**src/rtl/core_config_pkg.sv**
```systemverilog
// Core-wide configuration and the types shared by the multiply front end.
package core_config_pkg;
  localparam int XLEN               = 32;
  localparam int MUL_TIMEOUT_CYCLES = 64;

  typedef enum logic [1:0] {
    MUL_OP_MUL    = 2'b00,
    MUL_OP_MULH   = 2'b01,
    MUL_OP_MULHSU = 2'b10,
    MUL_OP_MULHU  = 2'b11
  } mul_op_t;

  typedef enum logic [2:0] {
    IDLE,
    ISSUE,
    WAIT,
    RESP,
    DRAIN
  } mul_seq_state_t;

  function automatic logic op_signed_a(mul_op_t op);
    return op != MUL_OP_MULHU;
  endfunction

  function automatic logic op_signed_b(mul_op_t op);
    return (op == MUL_OP_MUL) || (op == MUL_OP_MULH);
  endfunction
endpackage

```
**src/rtl/mul_result_cache.sv**
```systemverilog
// One-entry store of the last completed full product with a signedness-aware hit check.
module mul_result_cache
  import core_config_pkg::*;
#(
  parameter int XLEN = core_config_pkg::XLEN
) (
  input  logic              clk,
  input  logic              rst_n,
  input  logic              clear,
  input  logic              write,
  input  logic [XLEN-1:0]   wr_rs1,
  input  logic [XLEN-1:0]   wr_rs2,
  input  logic              wr_sgn_a,
  input  logic              wr_sgn_b,
  input  logic [2*XLEN-1:0] wr_product,
  input  logic [1:0]        lk_op,
  input  logic [XLEN-1:0]   lk_rs1,
  input  logic [XLEN-1:0]   lk_rs2,
  output logic              hit,
  output logic [2*XLEN-1:0] hit_product
);
  logic              cache_valid;
  logic [XLEN-1:0]   rs1_reg;
  logic [XLEN-1:0]   rs2_reg;
  logic              sgn_a_reg;
  logic              sgn_b_reg;
  logic [2*XLEN-1:0] product_reg;
  mul_op_t           lk_op_e;

  always_ff @(posedge clk or negedge rst_n) begin
    if (!rst_n) begin
      cache_valid <= 1'b0;
      rs1_reg     <= '0;
      rs2_reg     <= '0;
      sgn_a_reg   <= 1'b0;
      sgn_b_reg   <= 1'b0;
      product_reg <= '0;
    end else if (clear) begin
      cache_valid <= 1'b0;
    end else if (write) begin
      cache_valid <= 1'b1;
      rs1_reg     <= wr_rs1;
      rs2_reg     <= wr_rs2;
      sgn_a_reg   <= wr_sgn_a;
      sgn_b_reg   <= wr_sgn_b;
      product_reg <= wr_product;
    end
  end

  assign lk_op_e = mul_op_t'(lk_op);

  // The low word is the same for every signedness pairing, so MUL ignores the sign bits.
  assign hit = cache_valid && (lk_rs1 == rs1_reg) && (lk_rs2 == rs2_reg) &&
               ((lk_op_e == MUL_OP_MUL) ||
                ((op_signed_a(lk_op_e) == sgn_a_reg) && (op_signed_b(lk_op_e) == sgn_b_reg)));
  assign hit_product = product_reg;
endmodule

```
**src/rtl/mul_sequencer.sv**
```systemverilog
// Front-end controller for the Booth multiplier: accepts RV32M multiply requests,
// runs the start/done protocol, selects the result word and reuses repeated products.
module mul_sequencer
  import core_config_pkg::*;
#(
  parameter int XLEN           = core_config_pkg::XLEN,
  parameter int TAG_W          = 5,
  parameter int TIMEOUT_CYCLES = MUL_TIMEOUT_CYCLES
) (
  input  logic              clk,
  input  logic              rst_n,
  input  logic              req_valid,
  output logic              req_ready,
  input  logic [1:0]        req_op,
  input  logic [XLEN-1:0]   req_rs1,
  input  logic [XLEN-1:0]   req_rs2,
  input  logic [TAG_W-1:0]  req_tag,
  input  logic              flush,
  output logic              resp_valid,
  input  logic              resp_ready,
  output logic [XLEN-1:0]   resp_data,
  output logic [TAG_W-1:0]  resp_tag,
  output logic              resp_err,
  output logic              mul_start,
  output logic [XLEN-1:0]   mul_multiplicand,
  output logic [XLEN-1:0]   mul_multiplier,
  output logic              mul_signed_multiplicand,
  output logic              mul_signed_multiplier,
  input  logic [2*XLEN-1:0] mul_product,
  input  logic              mul_done
);
  localparam int CNT_W = $clog2(TIMEOUT_CYCLES + 1);
  localparam logic [CNT_W-1:0] WD_LAST = CNT_W'(TIMEOUT_CYCLES - 1);

  mul_seq_state_t    state_reg;
  mul_op_t           op_reg;
  logic [TAG_W-1:0]  tag_reg;
  logic [CNT_W-1:0]  wd_cnt_reg;
  mul_op_t           req_op_e;
  logic              accept;
  logic              wd_expired;
  logic              cache_hit;
  logic              cache_write;
  logic              cache_clear;
  logic [2*XLEN-1:0] cache_product;

  function automatic logic [XLEN-1:0] select_word(mul_op_t op, logic [2*XLEN-1:0] p);
    return (op == MUL_OP_MUL) ? p[XLEN-1:0] : p[2*XLEN-1:XLEN];
  endfunction

  assign req_op_e    = mul_op_t'(req_op);
  assign req_ready   = (state_reg == IDLE) && !flush;
  assign accept      = req_valid && req_ready;
  assign wd_expired  = wd_cnt_reg >= WD_LAST;
  assign cache_write = (state_reg == WAIT) && mul_done && !flush;
  // A flushed or timed-out operation leaves the cached operands untrustworthy.
  assign cache_clear = (flush && ((state_reg == ISSUE) || (state_reg == WAIT))) ||
                       ((state_reg == WAIT) && !mul_done && wd_expired);

  mul_result_cache #(.XLEN(XLEN)) u_cache (
    .clk         (clk),
    .rst_n       (rst_n),
    .clear       (cache_clear),
    .write       (cache_write),
    .wr_rs1      (mul_multiplicand),
    .wr_rs2      (mul_multiplier),
    .wr_sgn_a    (mul_signed_multiplicand),
    .wr_sgn_b    (mul_signed_multiplier),
    .wr_product  (mul_product),
    .lk_op       (req_op),
    .lk_rs1      (req_rs1),
    .lk_rs2      (req_rs2),
    .hit         (cache_hit),
    .hit_product (cache_product)
  );

  always_ff @(posedge clk or negedge rst_n) begin
    if (!rst_n) begin
      state_reg               <= IDLE;
      op_reg                  <= MUL_OP_MUL;
      tag_reg                 <= '0;
      wd_cnt_reg              <= '0;
      resp_valid              <= 1'b0;
      resp_data               <= '0;
      resp_tag                <= '0;
      resp_err                <= 1'b0;
      mul_start               <= 1'b0;
      mul_multiplicand        <= '0;
      mul_multiplier          <= '0;
      mul_signed_multiplicand <= 1'b0;
      mul_signed_multiplier   <= 1'b0;
    end else begin
      mul_start <= 1'b0;
      case (state_reg)
        IDLE: if (accept) begin
          op_reg  <= req_op_e;
          tag_reg <= req_tag;
          if (cache_hit) begin
            state_reg  <= RESP;
            resp_valid <= 1'b1;
            resp_data  <= select_word(req_op_e, cache_product);
            resp_tag   <= req_tag;
            resp_err   <= 1'b0;
          end else begin
            state_reg               <= ISSUE;
            mul_start               <= 1'b1;
            mul_multiplicand        <= req_rs1;
            mul_multiplier          <= req_rs2;
            mul_signed_multiplicand <= op_signed_a(req_op_e);
            mul_signed_multiplier   <= op_signed_b(req_op_e);
          end
        end
        ISSUE: begin
          wd_cnt_reg <= '0;
          state_reg  <= flush ? DRAIN : WAIT;
        end
        WAIT: begin
          if (flush) begin
            state_reg <= mul_done ? IDLE : DRAIN;
          end else if (mul_done) begin
            state_reg  <= RESP;
            resp_valid <= 1'b1;
            resp_data  <= select_word(op_reg, mul_product);
            resp_tag   <= tag_reg;
            resp_err   <= 1'b0;
          end else if (wd_expired) begin
            state_reg  <= RESP;
            resp_valid <= 1'b1;
            resp_data  <= '0;
            resp_tag   <= tag_reg;
            resp_err   <= 1'b1;
          end else begin
            wd_cnt_reg <= wd_cnt_reg + CNT_W'(1);
          end
        end
        RESP: if (flush || resp_ready) begin
          state_reg  <= IDLE;
          resp_valid <= 1'b0;
        end
        // The multiplier cannot be aborted, so its late product is swallowed here.
        DRAIN: begin
          if (mul_done || wd_expired) begin
            state_reg <= IDLE;
          end else begin
            wd_cnt_reg <= wd_cnt_reg + CNT_W'(1);
          end
        end
        default: state_reg <= IDLE;
      endcase
    end
  end
endmodule

```
**config.mk**
```make
export PLATFORM = sky130hd
export DESIGN_NAME = mul_sequencer
export DESIGN_NICKNAME = d
export VERILOG_FILES = /design/src/rtl/core_config_pkg.sv /design/src/rtl/mul_result_cache.sv /design/src/rtl/mul_sequencer.sv
export SDC_FILE = /design/constraint.sdc
export NUM_CORES = 1
export LEC_CHECK = 0
export BUFFER_PORTS_ARGS = -buffer_cell sky130_fd_sc_hd__clkbuf_2
export CORE_ASPECT_RATIO = 1.25
export CORE_MARGIN = 2
export CORE_UTILIZATION = 55
export CTS_BUF_LIST = sky130_fd_sc_hd__clkbuf_4 sky130_fd_sc_hd__clkbuf_8
export DETAILED_ROUTE_END_ITERATION = 12
export PLACE_DENSITY_LB_ADDON = 0.15
export SYNTH_ARGS = -nofsm -noshare
export SYNTH_HDL_FRONTEND = slang
export SYNTH_SLANG_ARGS = --single-unit
```
**constraint.sdc**
```tcl
create_clock -name clk -period 6.4 [get_ports clk]
set_input_delay 1.92 -clock clk [delete_from_list [all_inputs] [get_ports clk]]
set_output_delay 1.92 -clock clk [all_outputs]
set_load 0.02 [all_outputs]
```
After elaboration in Yosys (flattened, before gate mapping)
Cells that the tools add are included.
{ "op_classes": {"add_sub_neg": 1, "magnitude_cmp": 1, "n_eq_ne": 20, "mux": 46, "bitwise_logic": 2, "reduce_logical": 33} }
{ "op_table": {"columns": ["op", "count"], "rows": [
  ["$mux 32", 7],
  ["$eq 32x32->1", 2],
  ["$pmux 32 s2", 1],
  ["$mux 7", 4],
  ["$mux 5", 5],
  ["$mux 3", 8],
  ["$pmux 7 s3", 1],
  ["$ne 2x2->1 const B", 9],
  ["$mux 1", 15],
  ["$pmux 3 s5", 1],
  ["$logic_and 1x1->1", 11],
  ["$pmux 5 s2", 1],
  ["$reduce_and 5->1", 2],
  ["$add 7x1->7 const B", 1],
  ["$ge 7x6->1 const B", 1],
  ["$eq 3x2->1 const B", 2],
  ["$logic_or 1x1->1", 6],
  ["$reduce_and 6->1", 1],
  ["$reduce_bool 3->1", 2],
  ["$logic_not 2->1", 2],
  ["$ne 4x4->1 const B", 1],
  ["$reduce_and 2->1", 2],
  ["$reduce_and 4->1", 1],
  ["$reduce_bool 2->1", 2],
  ["other kinds (12)", 15]
]} }
{ "totals": {"regBits": 254, "inputBits": 141, "output_inout_bits": 107, "word_cells": 122} }

Logic depth before layout (Yosys ltp)
Gate-level depths: netlist of the first run.
{ "depth": {"depth_word": 9, "ltp_mapped": 10} }

By module
Synthesis of the first run repeated with hierarchy kept, for this count alone.
{ "hier_totals": {"hier_cells": 1001, "hier_area_um2": 11833.8} }
{ "modules_own_cells": {"columns": ["module", "instances", "cells_each", "area_per_inst_um2", "seq_area_each_um2"], "rows": [
  ["mul_result_cache", 1, 395, 5935.7, 3278.1],
  ["mul_sequencer", 1, 606, 5898.2, 3078.0]
]} }

Worst setup path before layout of the first run
Ideal clock, no wire load.
{ "synth_timing": {"path_kind": "input-to-output", "startpoint": "input flush", "endpoint": "output req_ready", "arrival_time_ns": 2.656, "t_required_ns": 4.480, "setup_slack_ns": 1.824, "path_stages": 1, "path_buffers": 0, "path_cell_list": "nor4_1"} }
{ "synth_between": {"elab_chain_len": 2} }
{ "synth_lines": {"columns": ["element", "line", "text"], "rows": [
  ["from (decl)", "mul_sequencer.sv:18", "input logic flush,"],
  ["$logic_not 1->1", "mul_sequencer.sv:52", "assign req_ready = (state_reg == IDLE) && !flush;"],
  ["$logic_and 1x1->1", "mul_sequencer.sv:52", null],
  ["to (decl)", "mul_sequencer.sv:13", "output logic req_ready,"]
]} }
No other way between the ends.

Worst setup path in the final report of the first run
Same ends and word-level chain as after synthesis.

==> impl_results.md, run 1 <==
- Row count: 59
- Core area: between 20000 and 25000 µm²
- Worst Clk Skew: roughly 0.011 ns
- I/O Buffers: 247
- GRT Total Usage: 23.1%
- Grt ovf: 0
- Initial antenna violation count: 2
- Post-Layout Cell Count: 1418
- Multi-input logic area: 4900 µm²
- Storage cell area: 6360 µm²
- Starting Density: 55.7%
- Synth area leaders: dfrtp_1, mux2_2, mux2i_1
- Main combinational cell family by area after synthesis: multiplexers
- Worst reg2reg setup slack: 3.16 ns
- Mapped cell area: around 12000 µm²
- WS Path Type: input port to output port
- Post-DP HPWL: 17500 µm
- Syn Inst Count: approximately 860
- Insertion delay to the later sink of the worst-skew pair: 0.53 ns
- Yosys top cell by area: dfrtp_1
- Largest net degree at the start of global routing: slightly above 90
- Pleak: approximately 6.7 nW
- Post-DRT Antenna Nets: 0
- RD Place Congestion: 0.806
- First-pass GRT wire length: slightly above 40000 µm
- Final Hold Fails: 0
- TritonCTS clock tree: yes
- Number of flip-flops in the largest register: 64
- RSZ-0062 raised after global routing: no
- Avg Cell Area, Syn: between 10 and 15 µm²
- Setup bufs post-CTS: 0
- Hold Buf Count CTS: 0
- Layout area overhead: 20.3%
- Min-delay src: resp_valid$_DFFE_PN0P_
- PostCTS Resize Cnt: 0
- Most frequent CP cell: clkbuf_2
- Fmax: about 210 MHz
- Post-synth net total: 1003
- Die area: 22100 µm²
- Ratio of cells with drive above 1 in the final layout: between 40% and 50%
- WL/cell: ~18 µm
- Critical-path top delay cell: nor4_1
- Slew Viols, Final: 0
- FF-to-FF Start: state_reg[1]$_DFFE_PN0P_
- Clk root buf: clkbuf_8
- M2 GR Usage: 38.9%
- Worst Setup End Kind: output port
- GRT met1 Usage: 28.7%
- PD cells: 467 nW/µm²
- DRC viols: 0
- Tcrit/Tclk final: about three quarters
- Pre-antenna DRT Iters: 4
- Routed wire length: approximately 25000 µm
- Via count: ~7700
- RR Endpoint: resp_data[6]$_DFFE_PN0P_
- Fin Setup TNS: 0 ns
- Inserted Clock Buffers: 41
- Status: finished clean
- Cells after DPL: roughly 1300
- Adder-cell area share of the yosys netlist: less than 1%
- Sequential cell area fraction in the yosys report: between 50% and 60%
- Complex-gate fraction of the synthesized area: about 5.8%
- Relative max-transition margin: 38.2%
- First DRT Iteration DRCs: between 300 and 400
- CP Launch Type: input port
- WP data required: 4.48 ns
- Yosys cell types: between 40 and 50
- Critical Path Start: flush
- Vias in the first global route: 8051
- Worst IR Drop VDD: ~0.27 mV
- Async SR Flop Fraction: 100%
- Met3 Use GR: under 10%
- H-tree Lvls: 2
- Post-synth EDFFs: 0
- Tmin final: between 4 and 5 ns
- Clock-pin slew on the worst setup and hold paths: around 0.050 ns
- Post-synthesis simple-gate area fraction: a little over 5%
- Fin nets: 1257
- #FFs+latches synth: about 250
- Setup violations, final: 0
- FF-to-FF path depth: 7
- Warning count from the yosys run: 0
- CP peak stage delay: between 0.4 and 0.5 ns
- Max-Cap Viols: 0
- Top cell type's share of synthesized area: a little under three fifths
- Setup crit end: req_ready
- Arrival time at the worst endpoint: 2.76 ns
- Worst Hold Class: flip-flop to flip-flop
- Die Wd: approximately 130 µm
- I/O pins: ~250
- CP Cell Sequence: clkbuf_2 -> nor4_1 -> clkbuf_2
- CTS max path bufs: 3
- Gr busiest metal: met2
- Top_reg_cell synth: dfrtp_1
- Worst Tran Pin Value: around 0.9 ns
- Clk sinks: 254
- Post-synthesis mux area share: about 28%
- Chip height: ~170 µm
- Via/cell ratio: between 5 and 6
- # fillers: 1634
- Post-synthesis xor/xnor area fraction: ~3.3%
- Worst Path Max Fanout: 11
==> report_power, final <==
part / total [mW] / internal, mW / switching [mW] / leakage, nW
Combinational: 2.27 / 1.11 / 1.17 / 3.07
Sequential: 2.79 / 2.33 / 0.463 / 3.15
Clock: 1.41 / 0.801 / 0.609 / 0.447
==> critical path: cells and delay by family <==
family	cells	cell delay (ns)
buffers and inverters	2	0.42
AND/OR/NAND/NOR	1	0.41
==> area by class of cell <==
class	instances	share of cell area, %
multi-input combinational	541	35.4
antenna	3	0.0542
tap	274	2.47
inverter	20	0.542
sequential	254	45.9
clock inverter	5	0.199
timing repair buffer	257	9.63
clock buffer	64	5.86
==> layout by cell type, fill, tap and decap left out, types with 3 or more instances in the layout <==
cell type  instances
dfrtp_1          254
clkbuf_2         246
mux2_2           195
mux2i_1           67
clkbuf_8          53
o22ai_1           39
nand2_1           39
xnor2_1           36
mux2_1            31
inv_1             20
nor2b_1           19
nand4_1           11
clkbuf_4          11
nor2_1            10
o21ai_0           10
nand2b_1           9
buf_4              9
xor2_1             7
a2111o_1           7
a21oi_1            6
nor4_1             5
o31ai_1            5
a31o_2             5
nand3_1            4
clkinv_2           4
diode_2            3
o2111ai_1          3
nor3_1             3
o211ai_1           3
==> synth_stat cells (2+ instances only) <==
cell	count
a2111o_1	7
a21boi_0	2
a21o_1	2
a21oi_1	6
a31o_2	5
and2_1	2
buf_1	5
buf_2	11
buf_4	5
buf_6	2
clkbuf_1	23
dfrtp_1	254
inv_1	20
mux2_1	31
mux2_2	195
mux2i_1	67
nand2_1	39
nand2b_1	9
nand3_1	4
nand3b_1	2
nand4_1	11
nand4_2	2
nor2_1	12
nor2b_1	20
nor3_1	3
nor4_1	5
o2111ai_1	3
o211ai_1	3
o21ai_0	10
o22ai_1	39
o31ai_1	5
or3_1	2
xnor2_1	36
xor2_1	7
==> through the flow <==
step | hold WS [ns] | util [%] | power (mW) | cell area [µm²] | setup slack, ns
floorplan | 0.446 | - | 4.35 | 11500 | 1.82
global placement | 0.461 | 62.9 | 5.03 | 13000 | 1.50
detailed placement | 0.463 | 62.9 | 5.11 | 13000 | 1.46
CTS | 0.476 | 67.0 | 6.55 | 13800 | 1.72
global route | 0.489 | 67.0 | 6.88 | 13800 | 1.62
finish | 0.471 | 67.0 | 6.47 | 13900 | 1.72
==> kinds of logic (layout without fill, tap and decap cells) <==
| kind of cell | after synthesis | count (layout) |
|---|---|---|
| multiplexers | 293 | 293 |
| XOR/XNOR | 43 | 43 |
| AO/OA/AOI/OAI | 91 | 91 |
| flip-flops | 254 | 254 |
| other | 0 | 3 |
| adder cells (fa/ha/maj) | 1 | 1 |
| AND/OR/NAND/NOR | 113 | 113 |
| buffers and inverters | 66 | 346 |
==> metal layers <==
| layer | up-vias | wire, µm |
|---|---|---|
| met5 | - | 0 |
| met4 | 0 | 598 |
| met3 | 41 | 1870 |
| met2 | 216 | 12800 |
| met1 | 3852 | 10000 |
| li1 | 3631 | - |
==> how the worst min path moves through the flow <==
stage,to,cells past startpoint,slack [ns]
after global placement,tag_reg[0]$_DFFE_PN0P_,2,0.46
after CTS,tag_reg[0]$_DFFE_PN0P_,2,0.48
after global routing,resp_valid$_DFFE_PN0P_,1,0.49
final,resp_valid$_DFFE_PN0P_,1,0.47
after detailed placement,tag_reg[0]$_DFFE_PN0P_,2,0.46
after floorplan,tag_reg[0]$_DFFE_PN0P_,2,0.45
Note: power is estimated with default switching activity, not from simulation.
==> run 2, diff against run 1 <==
==> constraint.sdc (replaced) <==
create_clock -name clk -period 4.6 [get_ports clk]
set_input_delay 1.38 -clock clk [delete_from_list [all_inputs] [get_ports clk]]
set_output_delay 1.38 -clock clk [all_outputs]
set_load 0.02 [all_outputs]
==> impl_results.md, run 2 (synthesis gave the netlist of run 1 again) <==
- Status: finished clean
- Pleak: 6.69 nW (+0.41%)
- Tmin final: 3.65 ns
- Post-DP HPWL: 18000 µm (+2.8%)
- DRC viols: 0 (unchanged)
- Hold Buf Count CTS: 0 (unchanged)
- Tcrit/Tclk final: around four fifths
- Worst reg2reg setup slack: 1.55 ns (-1.61 ns)
- WS Path Type: input port to output port
- Total Power: 9.03 mW (+39%)
- PD cells: 649 nW/µm² (+39%)
- Ratio of cells with drive above 1 in the final layout: 47.1% (+0.14 points)
- Worst Clk Skew: 0.0102 ns (-0.000393 ns)
- Row count: 59 (unchanged)
- CTS max path bufs: 3 (unchanged)
- WL/cell: 18.1 µm (+1.3%)
- Clk root buf: clkbuf_8
- Die Wd: 133 µm (unchanged)
- Slew Viols, Final: 0 (unchanged)
- Dpl ws: 0.572 ns (-0.886 ns)
- # fillers: 1633 (-0.061%)
- WP data required: 3.22 ns (-1.26 ns)
- Post-DRT Antenna Nets: 0 (unchanged)
- Final Hold Fails: 0 (unchanged)
- Worst IR Drop VDD: 0.445 mV (+62%)
- Max-Cap Viols: 0 (unchanged)
- Min-delay src: resp_valid$_DFFE_PN0P_
- RR Endpoint: resp_data[0]$_DFFE_PN0P_
- Worst Hold Depth: 1 (unchanged)
- Vias in the first global route: 8240 (+2.3%)
- Core area: 20700 µm² (unchanged)
- Diodes inserted: 0 (-3)
- Setup bufs post-CTS: 0 (unchanged)
- Die area: 22100 µm² (unchanged)
- Clk sinks: 254 (unchanged)
- Insertion delay to the later sink of the worst-skew pair: 0.53 ns (about the same)
- Fin Setup TNS: 0 ns (unchanged)
- Grt ovf: 0 (unchanged)
- First-pass GRT wire length: 41500 µm (+0.74%)
- Arrival time at the worst endpoint: 2.27 ns (-0.49 ns)
- Via/cell ratio: 5.50 (+0.76%)
- FF-to-FF Start: state_reg[1]$_DFFE_PN0P_
- RSZ-0062 raised after global routing: no
- Worst Tran Pin Value: 1.03 ns (+0.100 ns)
- I/O pins: 248 (unchanged)
- Met1 wire length: 10200 µm (+2.1%)
- Inserted Clock Buffers: 41 (unchanged)
- Commonest cells after routing, fill and taps aside: dfrtp_1, clkbuf_2, mux2_2, mux2i_1, clkbuf_8
- RD Place Congestion: 0.803 (-0.30%)
- Chip height: 166 µm (unchanged)
- Layout area overhead: 20.7%
- Initial antenna violation count: 0 (-2)
- GRT Total Usage: 23.3% (+0.18 points)
- Fin nets: 1260 (+0.24%)
- Worst Setup End Kind: output port
- Number of flip-flops in the largest register: 64 (unchanged)
- Met3 wire len: 1900 µm (+1.7%)
- Pre-antenna DRT Iters: 4 (unchanged)
- Via count: 7799 (+0.76%)
- Relative max-transition margin: 31.4% (-6.9 points)
- WHS Endpoint: resp_valid$_DFFE_PN0P_
- H-tree Lvls: 2 (unchanged)
- Largest net degree at the start of global routing: 93 (unchanged)
- FF-to-FF path depth: 7 (unchanged)
- Setup violations, final: 0 (unchanged)
- WL met2: 12500 µm (-1.9%)
- Clock-pin slew on the worst setup and hold paths: 0.05 ns (about the same)
- Fmax: 274 MHz
- First DRT Iteration DRCs: 332 (-12%)
- I/O Buffers: 247 (unchanged)
- TritonCTS clock tree: yes
- Final setup margin: 0.949 ns (-0.773 ns)
- Routed wire length: 25600 µm (+1.3%)
- Worst Hold Class: flip-flop to flip-flop
- Worst Path Max Fanout: 11 (unchanged)
- CP Launch Type: input port
- Starting Density: 55.7% (unchanged)
- PostCTS Resize Cnt: 0 (unchanged)
- Max Used Layer: met4
- Leading cell type in the layout, fill and taps excluded: dfrtp_1
-- run 2: worst max-delay path by stage --
stage,from,end,slack (ns),depth (start not counted)
floorplan,flush,resp_data[0]$_DFFE_PN0P_,0.95,5
global route,flush,req_ready,0.82,3
CTS,flush,req_ready,0.92,3
global placement,req_op[0],mul_multiplicand[2]$_DFFE_PN0P_,0.61,8
detailed placement,req_op[0],mul_multiplicand[2]$_DFFE_PN0P_,0.57,8
finish,flush,req_ready,0.95,3
-- run 2: per-stage QoR --
step                      util, %  std cells  instance area, µm²  hold WS (ns)
final                        67.3       1418               13900         0.479
after global routing         67.3       1418               13900         0.498
after CTS                    67.3       1418               13900         0.486
after detailed placement     63.2       1349               13100         0.469
after global placement       63.2       1349               13100         0.457
after floorplan                 -        861               11500         0.446
-- run 2: power by group --
part | leakage, nW | internal, mW | switching (mW)
combinational | 3.09 | 1.55 | 1.63
clock | 0.448 | 1.14 | 0.839
sequential | 3.15 | 3.24 | 0.640
total | 6.69 | 5.92 | 3.10
-- run 2: critical path, stage by stage --
cell and delay, ns:
clkbuf_2 0.16, nor4_1 0.46, clkbuf_2 0.27
-- run 2: layout make-up --
class                      count  area, µm²  area share [%]
clock buffer                  68        836            6.01
sequential                   254       6360            45.7
timing repair buffer         260       1390            10.0
multi-input combinational    541       4900            35.2
clock inverter                 1       7.51          0.0540
tap                          274        343            2.46
inverter                      20       75.1           0.540
-- run 2: layer usage --
metal  GRT usage, %  up-vias
li1               -     3621
met1           27.8     3888
met2           39.3      223
met3           7.02       67
met4           9.71        0
met5              0        -
